**config.mk**
```make
export PLATFORM = sky130hd
export DESIGN_NAME = rca_sum_accumulator
export DESIGN_NICKNAME = d
export VERILOG_FILES = /design/src/rtl/rca_sum_accumulator.sv
export SDC_FILE = /design/constraint.sdc
export NUM_CORES = 1
export LEC_CHECK = 0
export ABC_AREA = 1
export BUFFER_PORTS_ARGS = -buffer_cell sky130_fd_sc_hd__clkbuf_2
export CORE_MARGIN = 5
export CORE_UTILIZATION = 45
export DETAILED_ROUTE_END_ITERATION = 10
export PLACE_DENSITY = 0.81
export RECOVER_POWER = 100
export SLEW_MARGIN = 10
export SYNTH_ARGS = -nofsm -noshare
export SYNTH_HDL_FRONTEND = slang
export SYNTH_SLANG_ARGS = --single-unit
```
**constraint.sdc**
```tcl
create_clock -name clk -period 2.3 [get_ports clk]
set_input_delay 0.46 -clock clk [delete_from_list [all_inputs] [get_ports clk]]
set_output_delay 0.46 -clock clk [all_outputs]
set_load 0.05 [all_outputs]
```
**src/rtl/rca_sum_accumulator.sv**
```systemverilog
// rtl/rca_sum_accumulator.sv - accumulates N adder sum words per frame and presents the total with a sticky overflow flag
module rca_sum_accumulator #(
  parameter int IWL = 5,
  parameter int AWL = 8,
  parameter int N   = 4
) (
  input  logic           clk,
  input  logic           rst,
  input  logic           in_valid,
  output logic           in_ready,
  input  logic [IWL-1:0] in_data,
  output logic           out_valid,
  input  logic           out_ready,
  output logic [AWL-1:0] out_sum,
  output logic           out_ovf,
  output logic           busy
);

  localparam int CW = (N > 1) ? $clog2(N) : 1;
  localparam logic [CW-1:0] LAST = CW'(N - 1);

  typedef enum logic {ACC, HOLD} state_e;

  state_e         state_q, state_d;
  logic [AWL-1:0] acc_q, acc_d;
  logic           ovf_q, ovf_d;
  logic [CW-1:0]  cnt_q, cnt_d;
  logic [AWL:0]   sum_w;

  // One extra bit captures the carry out of the accumulator MSB.
  assign sum_w = {1'b0, acc_q} + {{(AWL + 1 - IWL){1'b0}}, in_data};

  always_ff @(posedge clk) begin
    if (rst) begin
      state_q <= ACC;
      acc_q   <= '0;
      ovf_q   <= 1'b0;
      cnt_q   <= '0;
    end else begin
      state_q <= state_d;
      acc_q   <= acc_d;
      ovf_q   <= ovf_d;
      cnt_q   <= cnt_d;
    end
  end

  always_comb begin
    state_d = state_q;
    acc_d   = acc_q;
    ovf_d   = ovf_q;
    cnt_d   = cnt_q;
    case (state_q)
      ACC: begin
        if (in_valid) begin
          acc_d = sum_w[AWL-1:0];
          ovf_d = ovf_q | sum_w[AWL];
          if (cnt_q == LAST) begin
            cnt_d   = '0;
            state_d = HOLD;
          end else begin
            cnt_d = cnt_q + 1'b1;
          end
        end
      end
      HOLD: begin
        if (out_ready) begin
          state_d = ACC;
          acc_d   = '0;
          ovf_d   = 1'b0;
          cnt_d   = '0;
        end
      end
      default: state_d = ACC;
    endcase
  end

  // All outputs decode registered state only; no input reaches an output.
  assign in_ready  = (state_q == ACC);
  assign out_valid = (state_q == HOLD);
  assign out_sum   = acc_q;
  assign out_ovf   = ovf_q;
  assign busy      = (state_q == HOLD) || (cnt_q != '0);

endmodule
```
Word-level counts from Yosys, hierarchy flattened
Index checks and enable logic that the tools add are counted.
Storage, ports and cells
  logic and storage cells: 28
  register bits: 12
  input bits: 9
Cells by class
  equal/unequal tests: 3
  reductions and logical operators: 3
  $add $sub $neg: 2
  bitwise gates (word level): 2
  mux-type cells: 14
Operators with widths (count)
  8-bit 2-to-1 mux: 2
  8-bit case mux with 2 select lines: 1
  8-bit by 5-bit adder with 9-bit output: 1
  2-bit 2-to-1 mux: 3
  1-bit 2-to-1 mux: 5
  2-bit != test, second input constant: 2
  1-bit case mux with 2 select lines: 2
  2-bit case mux with 2 select lines: 1
  2-bit by 1-bit adder with 2-bit output, second input constant: 1
  2-bit equality test, second input constant: 1
  2-bit AND reduction: 1
  2-bit nonzero test: 1
  1-bit logical OR: 1
  1-bit NOT: 1
  1-bit bitwise OR: 1

Depth between registers and ports, before layout
  depth after elaboration: 4
  gate-level depth with buffers: 9

Worst setup path after synthesis
Ideal clock, no wire load.
  kind: flip-flop to output port
  start: register state_q (netlist: out_valid)
  end: output port busy
  buffers on the path: 0
  setup slack: 0.477 ns
  cell stages (with the launch flop): 3
  arrival: 1.363 ns
  cell sequence: dfxtp_1 -> inv_2 -> nand2_1
Between the ends
  longest elaborated chain between the ends: 1
Ends and longest elaborated chain
  start: declaration: line 24  | state_e state_q, state_d;
  start signal: assignment: line 40  | state_q <= state_d;
  1-bit logical OR: line 82  | assign busy = (state_q == HOLD) || (cnt_q != '0);
  end: declaration: line 16  | output logic busy
Every way passes these cells.

Worst setup path in the final report
  start: register cnt_q[0]
  end: output port busy
Between the ends
  longest elaborated chain between the ends: 2
Ends and longest elaborated chain
  start: declaration: line 27  | logic [CW-1:0] cnt_q, cnt_d;
  start signal: assignment: line 43  | cnt_q <= cnt_d;
  2-bit nonzero test: line 82
  1-bit logical OR: line 82
Every way passes these cells.

==> results.yml <==
synthesis:
  netlist.area_leader.share_pct: 32.1
  avgSynthCellArea_sq_um: 7.07
  synthFlopType: "dfxtp_1"
  synthCells: 106
  netlist_area_sq_um: 749
  synth_nets: 123
  ys_types: 17
  synthMostInstantiatedCell: "nand2_1"
  synth-seq-cells: 12
  synthArstFlopShare_pct: 0
  ys_top_cells_by_area: "dfxtp_1 (32%), nand2_1 (16%), ha_1 (12%)"
  yosysSeqAreaShare_pct: 32.1
  netlist_top_cells_count: "nand2_1 (31), inv_1 (15), a21oi_1 (12), dfxtp_1 (12)"
  yosysWarnings: 0
  synth_edf_count: 0
  synth_largest_area_cell: "dfxtp_1"
timing:
  drv_slew: 0
  rsz0062_at_grt: "no"
  min_period_ps: 1900
  slew_headroom_pct: 60.2
  hold_viol_final: 0
  fmax_mhz: 527
  fin_skew_ps: 1.62
  max_slew.worst_pin.slew_ps: 599
  fin_tns_setup_ps: 0
  fin_crit_sh_pct: 82.5
  setup_violations: 0
die:
  die_w_um: 50.8
  start_util_pct: 48.6
  fp.coreArea_sq_um: 1540
  rows: 14
  num_io_pins: 21
  die_height_um: 50.8
  die_area_sq_um: 2580
clock_tree:
  clkTransAtPathRegs_ps: 80
  cts_buffer_depth: 2
  cts_made_buffers: 3
  post_cts_buffers: 0
  cts_root_buffer: "clkbuf_4"
  htree_levels: 1
  cts-hold-fix-buffers: 0
  worst_skew_pair.late_latency_ps: 270
  cts_resized: 0
  cts_tree: "built"
  cts.sinks: 12
global_routing:
  grt_overflow: 0
  grt_pass1_vias: 683
  grt_pass1_wl_um: 2780
  grt_antenna_before_repair: 0
  track_usage_pct: 13.9
  grt_max_degree: 9
placed_design:
  globalplace.congestion: 0.857
  hpwl_um: 1300
  port_buffers: 20
cells_and_area:
  n_antenna_cell: 0
  fin_nets: 147
  num-fill-cells: 172
  regArea_sq_um: 240
  syn2layout_area_growth_pct: 14.2
  multiInputGateArea_sq_um: 414
  drive_gt1_share_pct: 11.6
setup_path:
  r2r_start: "out_sum[0]$_SDFFE_PP0P_"
  crit_start: "cnt_q[0]$_SDFFE_PP0P_"
  startpoint_type: "register"
  path_buf_inv: 2
  end_kind: "primary output"
  max_stage_delay_ps: 460
  crit_slowest_cell: "clkbuf_1"
  r2r_cells: 8
  crit_family: "buffers and inverters"
  cp_num_cells: 4
  criticalPathCategory: "register to primary output"
  critPathMaxFanout: 4
  crit_required_ps: 1840
  arrival_ps: 1440
  cp_cell_sequence: "inv_1, ha_1, nand2_1, clkbuf_1"
route:
  ant_nets: 0
  wirelength_met1_um: 703
  drt_iter0_markers: 10
  wl_met2_um: 833
  wirelength_um: 1650
  vias_per_cell: 4.95
  firstDrtPassIters: 4
  route.vias.total: 718
  top_layer: "met4"
  wl_per_cell_um: 11.4
  met3_length_um: 95
  drc: 0
worst_hold_path:
  whs_path_depth: 3
  min_from: "in_valid"
  hold_path.class: "primary input to register"
pwr:
  leakage_nw: 0.439
  ir_worst_vdd_mv: 0.399
  finalPower_w: 0.000560
  power_density_nw_per_um2: 654
job:
  maxCapViolations: 0
run_status:
  status: "finished, final reports clean"
[worst paths after layout]
kind / endpoint / slack [ps]
max: busy / 400
min: out_valid$_SDFF_PP0_ / 460
max reg2reg: out_ovf$_SDFFE_PP0P_ / 670
min reg2reg: out_sum[4]$_SDFFE_PP0P_ / 490
[power by group]
part	leakage (nW)	switching, W	internal [W]	total, W
combinational	0.320	0.000113	0.0000443	0.000157
sequential	0.0982	0.0000123	0.000221	0.000233
clock	0.0210	0.0000729	0.0000962	0.000169
total	0.439	0.000198	0.000362	0.000560
[worst min-delay path, stage by stage]
cell	delay, ps
clkbuf_2	90
a21oi_1	60
nor2_1	90
[metal layers]
metal / up-vias / global-route usage [%]
met1: 318 / 13.8
met3: 2 / 5.81
met2: 15 / 25.6
li1: 383 / -
met5: - / 0
met4: 0 / 4.68
[per-stage QoR]
step	setup WS, ps	instances	instance area, sq um	hold slack [ps]	util, %
3_5_place_dp	442	141	865	475	56.1
2_1_floorplan	477	106	749	457	-
4_1_cts	588	145	901	470	58.4
6_report	403	145	856	457	55.5
5_1_grt	312	145	856	475	55.5
3_3_place_gp	501	141	865	460	56.1
[cells in the final DEF (no fill, tap or decap), drive strengths merged]
cell type / instances
nand2: 35
clkbuf: 24
inv: 16
a21oi: 12
dfxtp: 12
nor2: 10
nand3: 9
ha: 7
nand3b: 1
a211oi: 1
o21ai: 1
fa: 1
[layout make-up]
type	instances	area share (%)
Multi-Input combinational cell	77	48.4
Timing Repair Buffer	20	9.94
Sequential cell	12	28.1
Clock buffer	4	4.24
Tap cell	16	2.34
Inverter	16	7.02
[cell families after synthesis]
group / synth area share, %
fa+ha+maj: 14.4
compound gates: 9.68
simple gates: 35.2
flops: 32.1
buf+inv: 8.68
[registers in the layout (all words and copies together) (netlist names)]
name and flops:
out_valid 1, out_ovf 1, cnt_q 2, out_sum 8
Note: power is estimated with default switching activity, not from simulation.
